==> src/rtl/onn_pkg.sv <==
// Definitions shared by the ONN pattern encoder (number_to_phase) and the phase-to-number decoder.
package onn_pkg;

    localparam int N_OSC = 60;

    // The first hex digit holds oscillators 0..3, so index 0 is the MSB of each literal.
    localparam logic [0:N_OSC-1] PAT_0 = 60'hFFFF0FF0FF0FFFF;
    localparam logic [0:N_OSC-1] PAT_1 = 60'h00F00F00F00F00F;
    localparam logic [0:N_OSC-1] PAT_2 = 60'hFFF00FFFFF00FFF;
    localparam logic [0:N_OSC-1] PAT_3 = 60'h000000000000000;

    typedef enum logic [2:0] {
        IDLE,
        SHIFT,
        HOLD,
        RUN,
        DONE
    } onn_state_t;

    function automatic logic [0:N_OSC-1] pattern_of(input logic [1:0] num);
        case (num)
            2'd0:    return PAT_0;
            2'd1:    return PAT_1;
            2'd2:    return PAT_2;
            default: return PAT_3;
        endcase
    endfunction

endpackage

==> src/rtl/onn_lfsr16.sv <==
// Free-running 16-bit Fibonacci LFSR with taps 16,14,13,11; loads seed while rst_n is low.
// Built only with NUMBER_TO_PHASE_NOISE_EN defined, because only the noisy encoder uses it.
`ifdef NUMBER_TO_PHASE_NOISE_EN
module onn_lfsr16 (
    input  logic        clk,
    input  logic        rst_n,
    input  logic [15:0] seed,
    output logic [15:0] lfsr
);

    logic feedback;

    assign feedback = lfsr[15] ^ lfsr[13] ^ lfsr[12] ^ lfsr[10];

    always_ff @(posedge clk or negedge rst_n) begin
        if (!rst_n) begin
            lfsr <= seed;
        end else begin
            lfsr <= {lfsr[14:0], feedback};
        end
    end

endmodule
`endif

==> src/rtl/number_to_phase.sv <==
// Encodes a 2-bit pattern number into a serial and parallel oscillator phase load, holds it, then waits for steady.
// Define NUMBER_TO_PHASE_NOISE_EN to corrupt up to NOISE_FLIPS bits per load with an LFSR.
module number_to_phase
    import onn_pkg::*;
#(
    parameter int N_OSC       = onn_pkg::N_OSC,
    parameter int HOLD_CYCLES = 16,
    parameter int TIMEOUT     = 4096,
    parameter int NOISE_FLIPS = 4
) (
    input  logic             clk,
    input  logic             rst_n,
    input  logic [1:0]       num_in,
    input  logic             num_valid,
    output logic             num_ready,
    output logic             phi_ser,
    output logic             phi_ser_en,
    output logic [0:N_OSC-1] phi_init,
    output logic             init_hold,
    input  logic             steady_check,
    output logic             done,
    output logic             timeout_err,
    output logic             busy
);

    localparam int KW = $clog2(N_OSC);
    localparam int HW = $clog2(HOLD_CYCLES);
    localparam int TW = $clog2(TIMEOUT);

    onn_state_t       state;
    logic [0:N_OSC-1] new_pat;
    logic [0:N_OSC-1] pat_q;
    logic [KW-1:0]    k;
    logic [KW-1:0]    k_nxt;
    logic [HW-1:0]    hold_cnt;
    logic [TW-1:0]    run_cnt;
    logic             accept;
    logic             shift_adv;
    logic             flip_now;

    assign new_pat   = pattern_of(num_in);
    assign k_nxt     = k + 1'b1;
    assign accept    = (state == IDLE) && num_valid;
    assign shift_adv = (state == SHIFT) && (k != KW'(N_OSC - 1));

`ifdef NUMBER_TO_PHASE_NOISE_EN
    localparam int FW = $clog2(NOISE_FLIPS + 1);

    logic [15:0]   lfsr;
    logic [FW-1:0] flips;

    onn_lfsr16 u_lfsr (
        .clk   (clk),
        .rst_n (rst_n),
        .seed  (16'hACE1),
        .lfsr  (lfsr)
    );

    // The flip decision is taken on the edge that registers the bit onto phi_ser.
    assign flip_now = (lfsr[3:0] == 4'h0) && (flips < FW'(NOISE_FLIPS));

    always_ff @(posedge clk or negedge rst_n) begin
        if (!rst_n) begin
            flips <= '0;
        end else if (accept) begin
            flips <= FW'(flip_now);
        end else if (shift_adv) begin
            flips <= flips + FW'(flip_now);
        end
    end
`else
    assign flip_now = (NOISE_FLIPS < 0);
`endif

    always_ff @(posedge clk or negedge rst_n) begin
        if (!rst_n) begin
            state       <= IDLE;
            num_ready   <= 1'b1;
            phi_ser     <= 1'b0;
            phi_ser_en  <= 1'b0;
            phi_init    <= '0;
            init_hold   <= 1'b0;
            done        <= 1'b0;
            timeout_err <= 1'b0;
            busy        <= 1'b0;
            pat_q       <= '0;
            k           <= '0;
            hold_cnt    <= '0;
            run_cnt     <= '0;
        end else begin
            done        <= 1'b0;
            timeout_err <= 1'b0;
            case (state)
                IDLE: begin
                    if (num_valid) begin
                        pat_q      <= new_pat;
                        phi_init   <= '0;
                        phi_ser    <= new_pat[0] ^ flip_now;
                        phi_ser_en <= 1'b1;
                        k          <= '0;
                        num_ready  <= 1'b0;
                        busy       <= 1'b1;
                        state      <= SHIFT;
                    end
                end
                SHIFT: begin
                    // phi_ser already carries any noise, so the parallel copy mirrors the serial stream.
                    phi_init[k] <= phi_ser;
                    if (k == KW'(N_OSC - 1)) begin
                        phi_ser_en <= 1'b0;
                        phi_ser    <= 1'b0;
                        init_hold  <= 1'b1;
                        hold_cnt   <= '0;
                        state      <= HOLD;
                    end else begin
                        k       <= k_nxt;
                        phi_ser <= pat_q[k_nxt] ^ flip_now;
                    end
                end
                HOLD: begin
                    if (hold_cnt == HW'(HOLD_CYCLES - 1)) begin
                        init_hold <= 1'b0;
                        run_cnt   <= '0;
                        state     <= RUN;
                    end else begin
                        hold_cnt <= hold_cnt + 1'b1;
                    end
                end
                RUN: begin
                    // steady_check is tested first so it wins over a same-cycle timeout.
                    if (steady_check) begin
                        done  <= 1'b1;
                        state <= DONE;
                    end else if (run_cnt == TW'(TIMEOUT - 1)) begin
                        timeout_err <= 1'b1;
                        num_ready   <= 1'b1;
                        busy        <= 1'b0;
                        state       <= IDLE;
                    end else begin
                        run_cnt <= run_cnt + 1'b1;
                    end
                end
                DONE: begin
                    num_ready <= 1'b1;
                    busy      <= 1'b0;
                    state     <= IDLE;
                end
                default: begin
                    state <= IDLE;
                end
            endcase
        end
    end

endmodule

==> config.mk <==
export PLATFORM = sky130hd
export DESIGN_NAME = number_to_phase
export DESIGN_NICKNAME = d
export VERILOG_FILES = /design/src/rtl/onn_pkg.sv /design/src/rtl/onn_lfsr16.sv /design/src/rtl/number_to_phase.sv
export SDC_FILE = /design/constraint.sdc
export NUM_CORES = 1
export LEC_CHECK = 0
export BUFFER_PORTS_ARGS = -buffer_cell sky130_fd_sc_hd__buf_2
export CELL_PAD_IN_SITES_DETAIL_PLACEMENT = 0
export CELL_PAD_IN_SITES_GLOBAL_PLACEMENT = 1
export CORE_UTILIZATION = 35
export DETAILED_ROUTE_END_ITERATION = 6
export PLACE_DENSITY_LB_ADDON = 0.1
export SKIP_CTS_REPAIR_TIMING = 1
export SLEW_MARGIN = 25
export SYNTH_ARGS = -nofsm -noshare
export SYNTH_HDL_FRONTEND = slang
export SYNTH_SLANG_ARGS = --single-unit
==> constraint.sdc <==
create_clock -name clk -period 2.5 [get_ports clk]
set_clock_uncertainty 0.15 [all_clocks]
set_input_delay 0.5 -clock clk [delete_from_list [all_inputs] [get_ports clk]]
set_output_delay 0.5 -clock clk [all_outputs]
set_load 0.01 [all_outputs]
Yosys cells after proc, flatten, opt, wreduce, memory -nomap -nowiden
Index checks and enable logic that the tools add are counted.

Output and inout port bits: 67. Input port bits: 6. Word-level logic and storage cells: 101. Bits in registers: 152.

Magnitude comparators: 3. Equality and inequality tests: 18. Multiplexer cells: 46. Bitwise gates (word level): 2. Reductions and logical operators: 16. Add/sub/neg operators: 3.

Operator list (number): case mux 60 bit (3 select lines) (1); case mux 60 bit (2 select lines) (1); bitwise mux 60 bit (1); two-way mux 60 bit (1); two-way mux 12 bit (3); case mux 12 bit (2 select lines) (1); two-way mux 1 bit (19); two-way mux 3 bit (5); >= comparator 7 bit, second input constant (2); inequality test 2 bit, second input constant (7); NOT 6 -> 7 bit (2); adder 12 x 1 -> 12 bit, second input constant (1); == test 12 bit, second input constant (1); two-way mux 6 bit (2); case mux 3 bit (4 select lines) (1); case mux 6 bit (2 select lines) (1); AND reduction 3 bit (4); AND reduction 4 bit (3); two-way mux 4 bit (2); case mux 4 bit (2 select lines) (1); less-than comparator 7 x 1 -> 1 bit, second input constant (1); adder 6 x 1 -> 6 bit, second input constant (1); binary-select mux 1 bit (select 6 bit) (1); demux 1 bit (select 6 bit) (1); 18 further kinds (25).

Depth between registers and ports, before layout
Word-level depth: 7. Gate-level depth with buffers: 7. Gate-level depth less buffers: 6.

Worst setup path before layout
OpenSTA, ideal clock, no wires.

Path kind: register to register. Start: register k[1]. End: register hold_cnt[3]. Slack: 343 ps. Period minus slack after synthesis: 2157 ps. Data arrival time: 1929 ps. Setup time: 77 ps. Path buffers: 0. Stages on the path, launching flop included: 7. Required time: 2273 ps. Path through: dfrtp_1 > ha_1 > nand2_2 > o41a_1 > or3_4 > or3_1 > a21oi_1.

Word-level cells in the longest chain between the ends: 3.

Ends and longest elaborated chain: start, declared (RTL line number_to_phase.sv:33) `logic [KW-1:0] k;`; start signal, assigned (RTL line number_to_phase.sv:116) `k <= k_nxt;`; == test 6 bit (RTL line number_to_phase.sv:109) `if (k == KW'(N_OSC - 1)) begin`; inequality test 2 x 1 -> 1 bit (no line); AND reduction 3 bit (no line); end signal, assigned (RTL line number_to_phase.sv:126) `hold_cnt <= hold_cnt + 1'b1;`; end, declared (RTL line number_to_phase.sv:35) `logic [HW-1:0] hold_cnt;`.

No other way between the ends. A chain may end at the register's enable or synchronous reset.

Final worst setup path
Start: register k[2]. End: register phi_ser.

Word-level cells in the longest chain between the ends: 7. Elaborated cells on any way between the ends: 8. Those cells by class: add/sub (1); eq/ne (1); mux (5); bitwise (1).

Ends and longest elaborated chain: adder 6 x 1 -> 6 bit (RTL line number_to_phase.sv:42) `assign k_nxt = k + 1'b1;`; NOT 6 -> 7 bit (implied by the code) (RTL line number_to_phase.sv:117) `phi_ser <= pat_q[k_nxt] ^ flip_now;`; binary-select mux 1 bit (select 6 bit) (RTL line number_to_phase.sv:117); two-way mux 1 bit (implied by the code) (2 in a row) (RTL line number_to_phase.sv:117); two-way mux 1 bit * (RTL line number_to_phase.sv:109); case mux 1 bit (2 select lines) * (RTL line number_to_phase.sv:93) `case (state)`; end signal, assigned (RTL line number_to_phase.sv:98) `phi_ser <= new_pat[0] ^ flip_now;`; end signal, assigned (RTL line number_to_phase.sv:117); end, declared (RTL line number_to_phase.sv:16) `output logic phi_ser,`.

Every way passes the cells marked *; elsewhere a longest branch is shown, timed or not. The select of a mux whose other input is x is not followed.

==> key figures <==
Timing
  – Worst slew pin tran: 0.644 ns
  – Slew Viols, Final: 0
  – Final hold violation count: 0
  – Max frequency: 0.437 GHz
  – Slew HR: 56.9%
  – Period utilization: 91.5%
  – # setup viols final: 0
  – RSZ-0062 raised after global routing: no
  – Setup_tns: 0 ns
  – Tmin final: 2.29 ns

Routing
  – DRC: 0
  – DR vias/cell: 5.38
  – Via count: 3821
  – Wire length on met2: 5340 um
  – Highest routed metal layer: met4
  – Routed wire length: 12000 um
  – Post-DRT Antenna Nets: 0
  – First-pass DRT Iterations: 4
  – Drt initial violations: 286
  – Met3 wire length: 490 um
  – DR WL/cell: 16.8 um
  – Wl on met1: 5930 um

Placement
  – GPL Wtd Cong: 0.808
  – Final HPWL DP: 8230 um
  – Number of I/O port buffers: 72
  – Cell area after placement: 0.00533 mm2
  – Cells after DPL: 693

Floorplanning
  – I/O pins: 73
  – CORE AREA: 0.0129 mm2
  – Initial Util: 36.5%
  – Row cnt: 41
  – Die area: 0.0139 mm2
  – DIE HEIGHT: 118 um
  – Die W: 118 um

Clock tree
  – Clk slew on worst S/H paths: 0.07 ns
  – Max clock buf depth: 2
  – Num CTS Buffers: 9
  – Clock Latency Late Sink: 0.34 ns
  – # clock sinks: 97
  – Htree depth: 3
  – CTS Root Cell: clkbuf_16
  – TritonCTS clock tree: yes

Worst setup path
  – CP Capture Type: flip-flop
  – Worst flop-to-flop path startpoint: k[2]
  – WP data required: 2.56 ns
  – CP Max Fanout: 16
  – CP max stage cell: dfrtp_1
  – WS Path Type: reg2reg
  – CP startpoint kind: flip-flop
  – Critical-path cell list: nand3_1, xor2_1, mux4_2, a21oi_1, o311ai_1
  – FF-to-FF End: phi_ser
  – Critical path's largest stage delay: 0.61 ns
  – R2R Setup Slk: 0.21 ns
  – CP Data Arrival Time: 2.34 ns
  – R2R cell count: 5

Synthesis
  – Area contributors post-synth: dfrtp_1 51%, o31ai_1 7.2%, o211ai_1 6.9%
  – Main combinational cell family by area after synthesis: compound AO/OA/AOI/OAI gates
  – Post-Synth XOR/XNOR Area: 2.79%
  – Post-synth top area share: 51.1%
  – Adder-Cell Fraction of Synth Area: 0.798%
  – Ys flop type: dfrtp_1
  – Synth Area in Simple Gates: 15.6%
  – Synth unique cells: 54
  – Compound-Gate Fraction of Synth Area: 21.8%
  – Sequential area share after synthesis: 51.6%
  – Gate Count Post-Synth: 466
  – Synthesized area per cell: 10.1 um2
  – Synth async-reset ratio: 100%
  – #FFs+latches synth: 97
  – Synthesized area: 0.00471 mm2
  – Post-synth EDFFs: 0
  – Multiplexer share of the synthesized area: 3.72%
  – Cell taking the most area after synthesis: dfrtp_1
  – Ys Warns: 0
  – Net Count, Synth: 475

Global routing
  – All-Layer GR Usage: 17.9%
  – Initial antenna violation count: 0
  – Overflow after GRT: 0
  – Vias in the first global route: 3564
  – Largest net degree at the start of global routing: 58
  – First-pass GRT wire length: 19700 um

Finish
  – Fillers: 1305
  – Non-filler cells, final: 710
  – Area grow syn2layout: 19.6%
  – Utilization after layout: 43.7%
  – Nets: 542
  – N_diodes: 0
  – Final instance area: 0.00563 mm2
  – Layout cells sized above 1: 22.5%

Run
  – Max cap viols: 0

Pwr
  – Leak Pwr: 2.60 nW
  – Pwr/cell area: 1180 mW/mm2
  – VDD IR max: 0.413 mV

Outcome
  – Outcome: finished, final reports clean

Worst hold path
  – Hold Path Depth: 2
  – Hold crit path type: in2reg
  – Hold worst-path end: timeout_err
  – Hold wc startpoint: steady_check
area by class of cell:
type / instances / area, um2 / area share [%]
well taps: 172 / 215 / 3.82
inverters: 5 / 18.8 / 0.333
flip-flops and latches: 97 / 2430 / 43.2
clock inverters: 5 / 56.3 / 1.00
clock buffers: 11 / 233 / 4.14
multi-input cells: 324 / 2110 / 37.4
repair buffers: 96 / 571 / 10.1
Yosys cell counts (2+ instances only):
master	n
dfrtp_1	96
nand2_1	51
o31ai_1	45
o211ai_1	43
clkbuf_1	36
nor2_1	27
o21ai_0	25
nand3_1	16
mux2i_1	13
xnor2_1	11
nor3_1	9
a21oi_1	6
nand2b_1	6
nand3b_1	6
or3_1	6
inv_1	5
nor2b_1	5
and3_1	4
xor2_1	4
a21boi_0	3
a22o_1	3
buf_2	3
ha_1	3
nor3b_1	3
nor4_1	3
a31oi_1	2
mux2_2	2
nand4_1	2
o2bb2ai_1	2
o32a_1	2
routing by layer:
layer	vias to the layer above	global-route usage [%]
met5	-	0
met3	14	2.81
met4	0	6.57
met1	1860	26.1
met2	87	26.7
li1	1860	-
worst max-delay path, delay by kind of cell (launching register included):
family | cells | cell delay (ns)
xor gates and xnor gates | 1 | 0.35
DFF | 1 | 0.61
muxes | 1 | 0.55
and+or+nand+nor | 1 | 0.20
AOI/OAI and AO/OA | 2 | 0.29
how the worst max path moves through the flow:
stage,slack (ns),from,cells past startpoint,endpoint
after floorplan,0.34,k[1],6,hold_cnt[3]
after global placement,0.29,k[0],6,hold_cnt[3]
after detailed placement,0.21,k[2],5,phi_ser
after CTS,0.20,k[2],5,phi_ser
after global routing,0.03,k[2],5,phi_ser
final,0.21,k[2],5,phi_ser
stage by stage:
stage	setup WS, ns	hold WS, ns	power (W)
2_1_floorplan	0.343	0.0544	0.00425
3_3_place_gp	0.292	0.310	0.00528
3_5_place_dp	0.212	0.319	0.00533
4_1_cts	0.205	-0.0383	0.00672
5_1_grt	0.0264	0.217	0.00710
6_report	0.213	0.206	0.00663
report_power, final:
| part | internal, W | total [W] | switching, W | leakage (nW) |
|---|---|---|---|---|
| Clock | 0.000775 | 0.00137 | 0.000594 | 0.139 |
| Sequential | 0.00210 | 0.00246 | 0.000366 | 1.29 |
| Combinational | 0.00110 | 0.00280 | 0.00170 | 1.17 |
| Total | 0.00397 | 0.00663 | 0.00266 | 2.60 |
sequential cells by signal (all words and copies together), names as in the netlist, 3 cells and up:
signal,cells
k,6
hold_cnt,4
pat_q,5
phi_init,60
run_cnt,12
state,3
cells by family (layout without fill, tap and decap cells):
logic type	after synthesis	after routing
XOR/XNOR	15	15
multiplexers	16	16
AND/OR/NAND/NOR	148	148
AO/OA/AOI/OAI	142	142
flip-flops	97	97
buffers and inverters	45	117
adder cells (fa/ha/maj)	3	3
placed cells by master, fill, tap and decap left out, drive strengths merged, types with 2 or more instances in the layout:
master / n
dfrtp: 96
buf: 95
nand2: 52
o31ai: 45
o211ai: 43
nor2: 27
o21ai: 26
nand3: 16
mux2i: 13
xnor2: 11
clkbuf: 11
nor3: 9
or3: 7
nand2b: 6
a21oi: 6
nand3b: 6
nor2b: 5
inv: 5
and3: 4
xor2: 4
nor4: 3
nor3b: 3
a22o: 3
a21boi: 3
ha: 3
clkinv: 3
nand4: 2
mux2: 2
a31oi: 2
o2bb2ai: 2
o32a: 2
or3b: 2
(Power assumes the default switching activity.)
